[src/rtl/uart_pkg.sv]
// uart_pkg: types and constants shared by the UART TX scheduler and the UART RX/TX cores.
package uart_pkg;

    // Default payload width of one UART frame.
    localparam int DEFAULT_W = 8;

    // Scheduler FSM encoding.
    typedef enum logic [1:0] {
        IDLE      = 2'd0,
        ISSUE     = 2'd1,
        WAIT_BUSY = 2'd2,
        WAIT_DONE = 2'd3
    } sched_state_t;

    // Parity selection understood by both the RX and the TX cores.
    typedef enum logic [1:0] {
        PARITY_NONE = 2'd0,
        PARITY_EVEN = 2'd1,
        PARITY_ODD  = 2'd2,
        PARITY_MARK = 2'd3
    } parity_t;

    // Number of stop bits the cores use unless configured otherwise.
    localparam int DEFAULT_STOP_BITS = 1;

endpackage

[src/rtl/uart_tx_sched_if.sv]
// uart_tx_sched_if: requester-side and transmitter-side signals of the TX scheduler.
// The master modport is the scheduler; the slave modport is everything around it
// (byte sources and the UART transmitter).
interface uart_tx_sched_if
    import uart_pkg::*;
#(
    parameter int W = DEFAULT_W,
    parameter int N = 4
);
    localparam int IW = $clog2(N);

    logic [N-1:0]   REQ_VALID;
    logic [N*W-1:0] REQ_DATA;
    logic [N-1:0]   REQ_READY;
    logic           TX_BUSY;
    logic           TX_DATA_VALID;
    logic [W-1:0]   P_DATA;
    logic [IW-1:0]  GRANT_ID;
    logic           TO_ERR;

    modport master (
        input  REQ_VALID, REQ_DATA, TX_BUSY,
        output REQ_READY, TX_DATA_VALID, P_DATA, GRANT_ID, TO_ERR
    );

    modport slave (
        output REQ_VALID, REQ_DATA, TX_BUSY,
        input  REQ_READY, TX_DATA_VALID, P_DATA, GRANT_ID, TO_ERR
    );

endinterface

[src/rtl/uart_tx_sched_rr_arbiter.sv]
// rr_arbiter: stateless round-robin pick. Returns the first requester at or after
// ptr (wrapping modulo N) as a one-hot grant and as an index. The pointer itself
// is owned by the caller.
module rr_arbiter #(
    parameter int N  = 4,
    parameter int IW = $clog2(N)
) (
    input  logic [N-1:0]  req_valid,
    input  logic [IW-1:0] ptr,
    output logic [N-1:0]  gnt,
    output logic [IW-1:0] idx,
    output logic          any
);

    logic [N-1:0] rot;
    logic         found;
    int           k;

    // Scan N positions starting at ptr; the first valid one wins.
    always_comb begin
        gnt   = '0;
        idx   = '0;
        found = 1'b0;
        rot   = '0;
        k     = 0;
        for (int i = 0; i < N; i++) begin
            k = int'(ptr) + i;
            if (k >= N) begin
                k = k - N;
            end
            rot = req_valid >> k;
            if (!found && rot[0]) begin
                found = 1'b1;
                gnt   = N'(1) << k;
                idx   = IW'(k);
            end
        end
    end

    assign any = |req_valid;

endmodule

[src/rtl/uart_tx_sched.sv]
// uart_tx_sched: shares one UART transmitter among N byte requesters.
// One byte is granted round-robin, strobed to the transmitter, and the next
// grant waits until the transmitter's BUSY handshake has completed (or timed out).
module uart_tx_sched
    import uart_pkg::*;
#(
    parameter int W       = DEFAULT_W,
    parameter int N       = 4,
    parameter int TIMEOUT = 64
) (
    input logic              CLK,
    input logic              RST,
    uart_tx_sched_if.master  bus
);

    localparam int IW = $clog2(N);
    localparam int CW = $clog2(TIMEOUT) + 1;
    localparam logic [CW-1:0] CNT_LAST = CW'(TIMEOUT - 1);

    sched_state_t  state;
    logic [IW-1:0] ptr;
    logic [CW-1:0] cnt;
    logic [N-1:0]  req_ready;
    logic          tx_data_valid;
    logic          to_err;
    logic [W-1:0]  p_data;
    logic [IW-1:0] grant_id;

    logic [N-1:0]  arb_gnt;
    logic [IW-1:0] arb_idx;
    logic          arb_any;

    // Pointer after serving requester id, wrapping at N (N need not be a power of two).
    function automatic logic [IW-1:0] next_ptr(input logic [IW-1:0] id);
        if (id == IW'(N - 1)) begin
            return '0;
        end
        return id + IW'(1);
    endfunction

    rr_arbiter #(.N(N)) u_arb (
        .req_valid (bus.REQ_VALID),
        .ptr       (ptr),
        .gnt       (arb_gnt),
        .idx       (arb_idx),
        .any       (arb_any)
    );

    // Scheduler FSM with registered strobes; grant data is captured only in the grant cycle.
    always_ff @(posedge CLK) begin
        if (RST) begin
            state         <= IDLE;
            ptr           <= '0;
            cnt           <= '0;
            req_ready     <= '0;
            tx_data_valid <= 1'b0;
            to_err        <= 1'b0;
            p_data        <= '0;
            grant_id      <= '0;
        end else begin
            req_ready     <= '0;
            tx_data_valid <= 1'b0;
            to_err        <= 1'b0;
            case (state)
                IDLE: begin
                    // A transmitter that is still busy blocks any grant.
                    if (!bus.TX_BUSY && arb_any) begin
                        p_data    <= W'(bus.REQ_DATA >> (W * int'(arb_idx)));
                        grant_id  <= arb_idx;
                        req_ready <= arb_gnt;
                        state     <= ISSUE;
                    end
                end
                ISSUE: begin
                    // BUSY seen here is deliberately ignored; detection starts next state.
                    tx_data_valid <= 1'b1;
                    cnt           <= '0;
                    state         <= WAIT_BUSY;
                end
                WAIT_BUSY: begin
                    if (bus.TX_BUSY) begin
                        state <= WAIT_DONE;
                    end else if (cnt == CNT_LAST) begin
                        // Transmitter never took the byte: drop it and move on.
                        to_err <= 1'b1;
                        ptr    <= next_ptr(grant_id);
                        state  <= IDLE;
                    end else if (cnt != '1) begin
                        cnt <= cnt + CW'(1);
                    end
                end
                WAIT_DONE: begin
                    if (!bus.TX_BUSY) begin
                        ptr   <= next_ptr(grant_id);
                        state <= IDLE;
                    end
                end
                default: begin
                    state <= IDLE;
                end
            endcase
        end
    end

    assign bus.REQ_READY     = req_ready;
    assign bus.TX_DATA_VALID = tx_data_valid;
    assign bus.TO_ERR        = to_err;
    assign bus.P_DATA        = p_data;
    assign bus.GRANT_ID      = grant_id;

endmodule
[src/flat_wrapper.sv]
// flat-port wrapper written by rule: the top's interface ports become plain ports
module uart_tx_sched_flat import uart_pkg::*;
#(
    parameter int W       = DEFAULT_W,
    parameter int N       = 4,
    parameter int TIMEOUT = 64
)
  (CLK, RST, bus_REQ_VALID, bus_REQ_DATA, bus_TX_BUSY, bus_REQ_READY, bus_TX_DATA_VALID, bus_P_DATA, bus_GRANT_ID, bus_TO_ERR);
  uart_tx_sched_if #(.W(W), .N(N)) bus_i ();
  input logic CLK;
  input logic RST;
  input wire logic [$bits(bus_i.REQ_VALID)-1:0] bus_REQ_VALID;
  input wire logic [$bits(bus_i.REQ_DATA)-1:0] bus_REQ_DATA;
  input wire logic [$bits(bus_i.TX_BUSY)-1:0] bus_TX_BUSY;
  output wire logic [$bits(bus_i.REQ_READY)-1:0] bus_REQ_READY;
  output wire logic [$bits(bus_i.TX_DATA_VALID)-1:0] bus_TX_DATA_VALID;
  output wire logic [$bits(bus_i.P_DATA)-1:0] bus_P_DATA;
  output wire logic [$bits(bus_i.GRANT_ID)-1:0] bus_GRANT_ID;
  output wire logic [$bits(bus_i.TO_ERR)-1:0] bus_TO_ERR;
  assign bus_i.REQ_VALID = bus_REQ_VALID;
  assign bus_i.REQ_DATA = bus_REQ_DATA;
  assign bus_i.TX_BUSY = bus_TX_BUSY;
  assign bus_REQ_READY = bus_i.REQ_READY;
  assign bus_TX_DATA_VALID = bus_i.TX_DATA_VALID;
  assign bus_P_DATA = bus_i.P_DATA;
  assign bus_GRANT_ID = bus_i.GRANT_ID;
  assign bus_TO_ERR = bus_i.TO_ERR;
  uart_tx_sched #(.W(W), .N(N), .TIMEOUT(TIMEOUT)) u_core (.CLK(CLK), .RST(RST), .bus(bus_i));
endmodule
[config.mk]
export PLATFORM = sky130hd
export DESIGN_NAME = uart_tx_sched_flat
export DESIGN_NICKNAME = d
export VERILOG_FILES = /design/src/rtl/uart_pkg.sv /design/src/rtl/uart_tx_sched_if.sv /design/src/rtl/uart_tx_sched_rr_arbiter.sv /design/src/rtl/uart_tx_sched.sv /design/src/flat_wrapper.sv
export SDC_FILE = /design/constraint.sdc
export NUM_CORES = 1
export LEC_CHECK = 0
export CAP_MARGIN = 20
export CORE_MARGIN = 1.5
export CORE_UTILIZATION = 30
export DETAILED_ROUTE_END_ITERATION = 7
export PLACE_DENSITY = 0.65
export SETUP_SLACK_MARGIN = 0.3
export SYNTH_ARGS = -nofsm -noshare
export SYNTH_HDL_FRONTEND = slang
export SYNTH_SLANG_ARGS = --single-unit
[constraint.sdc]
create_clock -name CLK -period 5.3 [get_ports CLK]
set_input_delay 0.795 -clock CLK [delete_from_list [all_inputs] [get_ports CLK]]
set_output_delay 0.795 -clock CLK [all_outputs]
set_load 0.01 [all_outputs]
=== After elaboration in Yosys (flattened, before gate mapping) ===
Cells that the tools add are included.
W data, S select, Z words.

* Magnitude comparators: 4
* Mux-type cells: 41
* Shift operators: 9
* Reduce and logical (&&, ||, !) cells: 18
* Bitwise operators: 3
* Equality and inequality tests: 13
* Add/sub/neg operators: 9
* $mul: 0
* Div/mod/pow operators: 0

{| class="wikitable"
|+ Operators by type and width
! operator !! count
|-
| $mux W32 || 4
|-
| $shl A1 B32 Y4 const A || 4
|-
| $shr A4 B32 Y1 || 4
|-
| $shr A32 B5 Y8 || 1
|-
| $mux W2 || 14
|-
| $mux W7 || 3
|-
| $mux W4 || 4
|-
| $pmux W7 S2 || 1
|-
| $mux W1 || 13
|-
| $sub A3 B3 Y4 const B || 3
|-
| $ge A3 B3 Y1 const B || 3
|-
| $pmux W2 S4 || 1
|-
| $reduce_and A4 Y1 || 2
|-
| $add A7 B1 Y7 const B || 1
|-
| $eq A7 B6 Y1 const B || 1
|-
| $ne A7 B7 Y1 const B || 1
|-
| $add A2 B2 Y3 const B || 2
|-
| $eq A2 B2 Y1 const B || 3
|-
| $ne A2 B1 Y1 const B || 3
|-
| $ne A2 B2 Y1 const B || 3
|-
| $reduce_or A3 Y1 || 2
|-
| $logic_and A1 B1 Y1 || 4
|-
| $logic_not A1 Y1 || 4
|-
| $pmux W2 S2 || 1
|-
| 12 further kinds || 15
|}

* Word-level logic and storage cells: 105
* Bits in latches: 0
* Memories: 0
* Bits in writable memories: 0
* Register bits after elaboration: 27
* Output and inout bits: 16
* Bits of input ports: 39
* Bits in read-only memories: 0

=== Logic depth before layout (Yosys ltp) ===
* Depth in word-level cells: 14
* Gate-level depth with buffers: 11

=== Cells and area by module ===
A second synthesis with hierarchy kept.

* Cell total of the unflattened synthesis: 194
* Area total of the unflattened synthesis: 1808.0 sq um

{| class="wikitable"
|+ By module, submodules not included
! module !! cells an instance !! instances !! area an instance (sq um)
|-
| uart_tx_sched || 136 || 1 || 1333.8
|-
| rr_arbiter || 58 || 1 || 474.2
|}

=== Worst setup path after synthesis ===
OpenSTA, ideal clock, no wires.

* Path kind: register to register
* Start point: register u_core.ptr[1]
* End point: register u_core.p_data[5] (netlist: u_core.bus.P_DATA[5])
* Stages on the path, launching flop included: 12
* Arrival: 3.010 ns
* Required time: 5.178 ns
* Library setup time: 0.122 ns
* Path slack: 2.168 ns
* Cell sequence: dfxtp_1 clkbuf_1 inv_1 ha_1 buf_2 nor3_1 o32ai_2 or3_1 buf_4 nand2_4 mux2_1 a221o_1

* Word-level cells in the longest chain between the ends: 14

{| class="wikitable"
|+ Ends and longest elaborated chain
! what !! line !! text
|-
| start: declaration || uart_tx_sched.sv:21 || <nowiki>logic [IW-1:0] ptr;</nowiki>
|-
| start signal: assignment || uart_tx_sched.sv:86 || <nowiki>ptr <= next_ptr(grant_id);</nowiki>
|-
| start signal: assignment || uart_tx_sched.sv:94 || <nowiki>ptr <= next_ptr(grant_id);</nowiki>
|-
| parallel branches: the longest is 12 deep, another holds $sub A3 B3 Y4 || - ||
|-
| $mux W2 * || uart_tx_sched_rr_arbiter.sv:32 || <nowiki>if (!found && rot[0]) begin</nowiki>
|-
| $shr A32 B5 Y8 * || uart_tx_sched.sv:68 || <nowiki>p_data <= W'(bus.REQ_DATA >> (W * int'(arb_idx)));</nowiki>
|-
| end signal: assignment || uart_tx_sched.sv:68 ||
|-
| end: declaration || uart_tx_sched.sv:26 || <nowiki>logic [W-1:0] p_data;</nowiki>
|}

Every way passes the cells marked *.
A chain may end at the register's enable or synchronous reset.

=== Final worst setup path ===
Same ends and word-level chain as after synthesis.

==> out/qor.txt <==
status: complete, no violations
Die Wd: 82.5 um
Worst slew margin: 48.7%
Net Count, Synth: 266
sw frac: 28.0%
WP data arrival: 3.93 ns
post-synthesis sequential area ratio: 28.5%
initial antenna violation count: 0
Worst setup SP type: flip-flop
flop2flop setup slack: 1.53 ns
post-route design area: 0.00251 sq mm
Final nets: 314
register area: 541 sq um
GRT Residual Overflow: 0
worst min path class: reg2reg
DRC Markers: 0
Via density: 5.40
routed wl met3: 382 um
clock slew seen by the registers of the worst setup and hold paths: 0.09 ns
Die H: 82.5 um
vias in the first global route: 1766
CTS buffer count: 3
Setup TNS Final: 0 ns
reg2reg start: u_core.ptr[1]$_SDFFE_PP0P_
hold_buf cts: 0
Clock H-tree levels: 1
Cell Area, Placed: 0.00247 sq mm
CORE AREA: 0.00603 sq mm
P per Cell Area: 190 mW/mm^2
Gate Count Post-Synth: 217
Post-DP HPWL: 3810 um
WS Path Type: reg2reg
Fin Clk Skew: 0.00428 ns
Max Slew Vio Count: 0
Synth Register Bits: 27
min cycle time layout: 3.77 ns
Resized cells post-CTS: 0
DRT antenna net count: 0
post-place setup slack: 1.57 ns
Avg Cell Area, Syn: 8.73 sq um
maximum VDD drop: 96.6 uV
initial core utilization: 31.4%
EDFF count, synth: 0
Fmax: 0.266 GHz
GR Util All Layers: 15.5%
Area Growth Syn to Fin: 32.8%
Async S/R FF share, synth: 0%
element type at the critical path end: flip-flop
routability cong.: 0.897
Worst R2R Path Depth: 8
Critical Path Max Stage Delay: 0.65 ns
largest net degree at the start of global routing: 25
period utilization: 71.0%
layout cell share with drive strength beyond 1: 6.06%
first-pass iteration count of the detailed router: 5
row cnt: 28
Hold EP: u_core.cnt[6]$_SDFFE_PP0P_
Root Buffer: clkbuf_8
Final WS setup: 1.53 ns
Worst Tran Pin Value: 0.763 ns
Pleak: 0.000894 uW
clk buf depth: 2
die area: 0.00680 sq mm
Post-Syn Area: 0.00189 sq mm
mean routed wirelength per cell: 14.8 um
Power Internal: 344 uW
Worst path top cell family by delay: simple AND/OR/NAND/NOR gates
CP bufs+invs: 1
final setup fails: 0
ANT cells: 0
Multi-input gate area: 0.00127 sq mm
Fill cells: 599
clock latency on the worst-skew pair: 0.27 ns
critical path peak fanout: 15
Unique masters post-synth: 55
Reg power frac: 47.1%
Synth Flop Type: dfxtp_1
first-pass GRT wire length: 8240 um
hold path start: u_core.cnt[6]$_SDFFE_PP0P_
TritonCTS clock tree: built
NetSw: 134 uW
Synth Warn #: 0
commonest non-fill, non-tap cell in the layout: clkdlybuf4s50_1
worst-path cell chain: inv_1, ha_1, nor4b_1, o32ai_2, or3_1, nand2_4, mux2_1, a221o_1
Metal-1 WL: 2250 um
Req. time, crit path: 5.46 ns
met2 wire len: 2380 um
R2R Path End: u_core.bus.P_DATA[5]$_SDFFE_PP0N_
I/O Pins: 55
Hold Vio Cnt, Final: 0
PortBufs: 54
CTS sink cnt: 27
Clock Power Share: 24.2%
WHS Path Cells: 1
max_cap viols: 0
via count: 1829
Post-CTS Setup Inserts: 0
Iter 0 DRT Violations: 141
RSZ-0062 raised after global routing: false
most frequent cells in the layout: 54 x clkdlybuf4s50_1, 27 x dfxtp_1, 20 x a21oi_1
combinational fraction of design power: 28.7%
Total Routed Length: 5020 um
CP max stage cell: dfxtp_1
DR top layer: met4
-- metal layers --
layer,global-route usage [%],up-vias
met4,1.69,0
met1,20.7,837
li1,-,924
met2,26.4,66
met3,3.19,2
met5,0,-
-- worst reg2reg max path, delay by kind of cell, from the launching register on --
kind            cells  cell delay, ns
mux                 1            0.34
buf+inv             1            0.22
simple gates        3            1.30
fa+ha+maj           1            0.59
compound gates      2            0.57
flops               1            0.65
-- through the flow --
stage / util (%) / total power (uW) / std cells / hold slack [ns]
floorplan: - / 303 / 217 / 0.453
global placement: 41.0 / 366 / 335 / 0.469
detailed placement: 41.0 / 367 / 335 / 0.473
CTS: 41.7 / 485 / 339 / 0.489
global route: 41.7 / 510 / 339 / 0.516
finish: 41.7 / 478 / 339 / 0.488
-- registers in the layout, summed over array words and instances (netlist names) --
name                      count
u_core.bus.P_DATA             8
u_core.cnt                    7
u_core.bus.REQ_READY          4
u_core.bus.GRANT_ID           2
u_core.ptr                    2
u_core.state                  2
u_core.bus.TO_ERR             1
u_core.bus.TX_DATA_VALID      1
-- synthesized netlist by cell type (4+ instances only) --
master	n	area, sq um
nor2_1	18	67.6
dfxtp_1	27	541
nor3_1	6	30.0
buf_2	5	25.0
nand2_1	13	48.8
o21ai_0	13	65.1
inv_1	5	18.8
a222oi_1	4	40.0
clkbuf_1	4	15.0
a21oi_1	20	100
or3_1	5	31.3
a221o_1	7	70.1
mux2i_1	5	50.1
ha_1	10	125
mux2_1	9	101
nand3_1	11	55.1
-- cell type report --
class	count	area share, %
well taps	75	3.73
multi-input cells	173	50.4
inverters	5	0.746
clock buffers	4	1.79
flip-flops and latches	27	21.5
repair buffers	55	21.8
-- worst max-delay path by stage --
stage                                    start  cells past startpoint  slack (ns)                                end
floorplan           u_core.ptr[1]$_SDFFE_PP0P_                     11        2.17  u_core.bus.P_DATA[5]$_SDFFE_PP0N_
global placement              bus_REQ_VALID[3]                      7        1.63  u_core.bus.P_DATA[5]$_SDFFE_PP0N_
detailed placement            bus_REQ_VALID[3]                      7        1.57  u_core.bus.P_DATA[5]$_SDFFE_PP0N_
CTS                 u_core.ptr[1]$_SDFFE_PP0P_                      8        1.61  u_core.bus.P_DATA[5]$_SDFFE_PP0N_
global route        u_core.ptr[1]$_SDFFE_PP0P_                      8        1.38  u_core.bus.P_DATA[5]$_SDFFE_PP0N_
finish              u_core.ptr[1]$_SDFFE_PP0P_                      8        1.53  u_core.bus.P_DATA[5]$_SDFFE_PP0N_
-- power groups by stage --
stage	combinational, uW	clock, uW	sequential [uW]
after global routing	152	130	227
after CTS	138	122	225
after detailed placement	137	0	230
final	137	116	225
after floorplan	71.3	0	231
after global placement	137	0	230
-- kinds of logic after synthesis --
logic type,share of synthesized area (%)
buffers and inverters,4.49
AND/OR/NAND/NOR,20.7
adder cells (fa/ha/maj),6.61
XOR/XNOR,1.85
AO/OA/AOI/OAI,25.6
multiplexers,12.2
flip-flops,28.5
(Power assumes the default switching activity.)
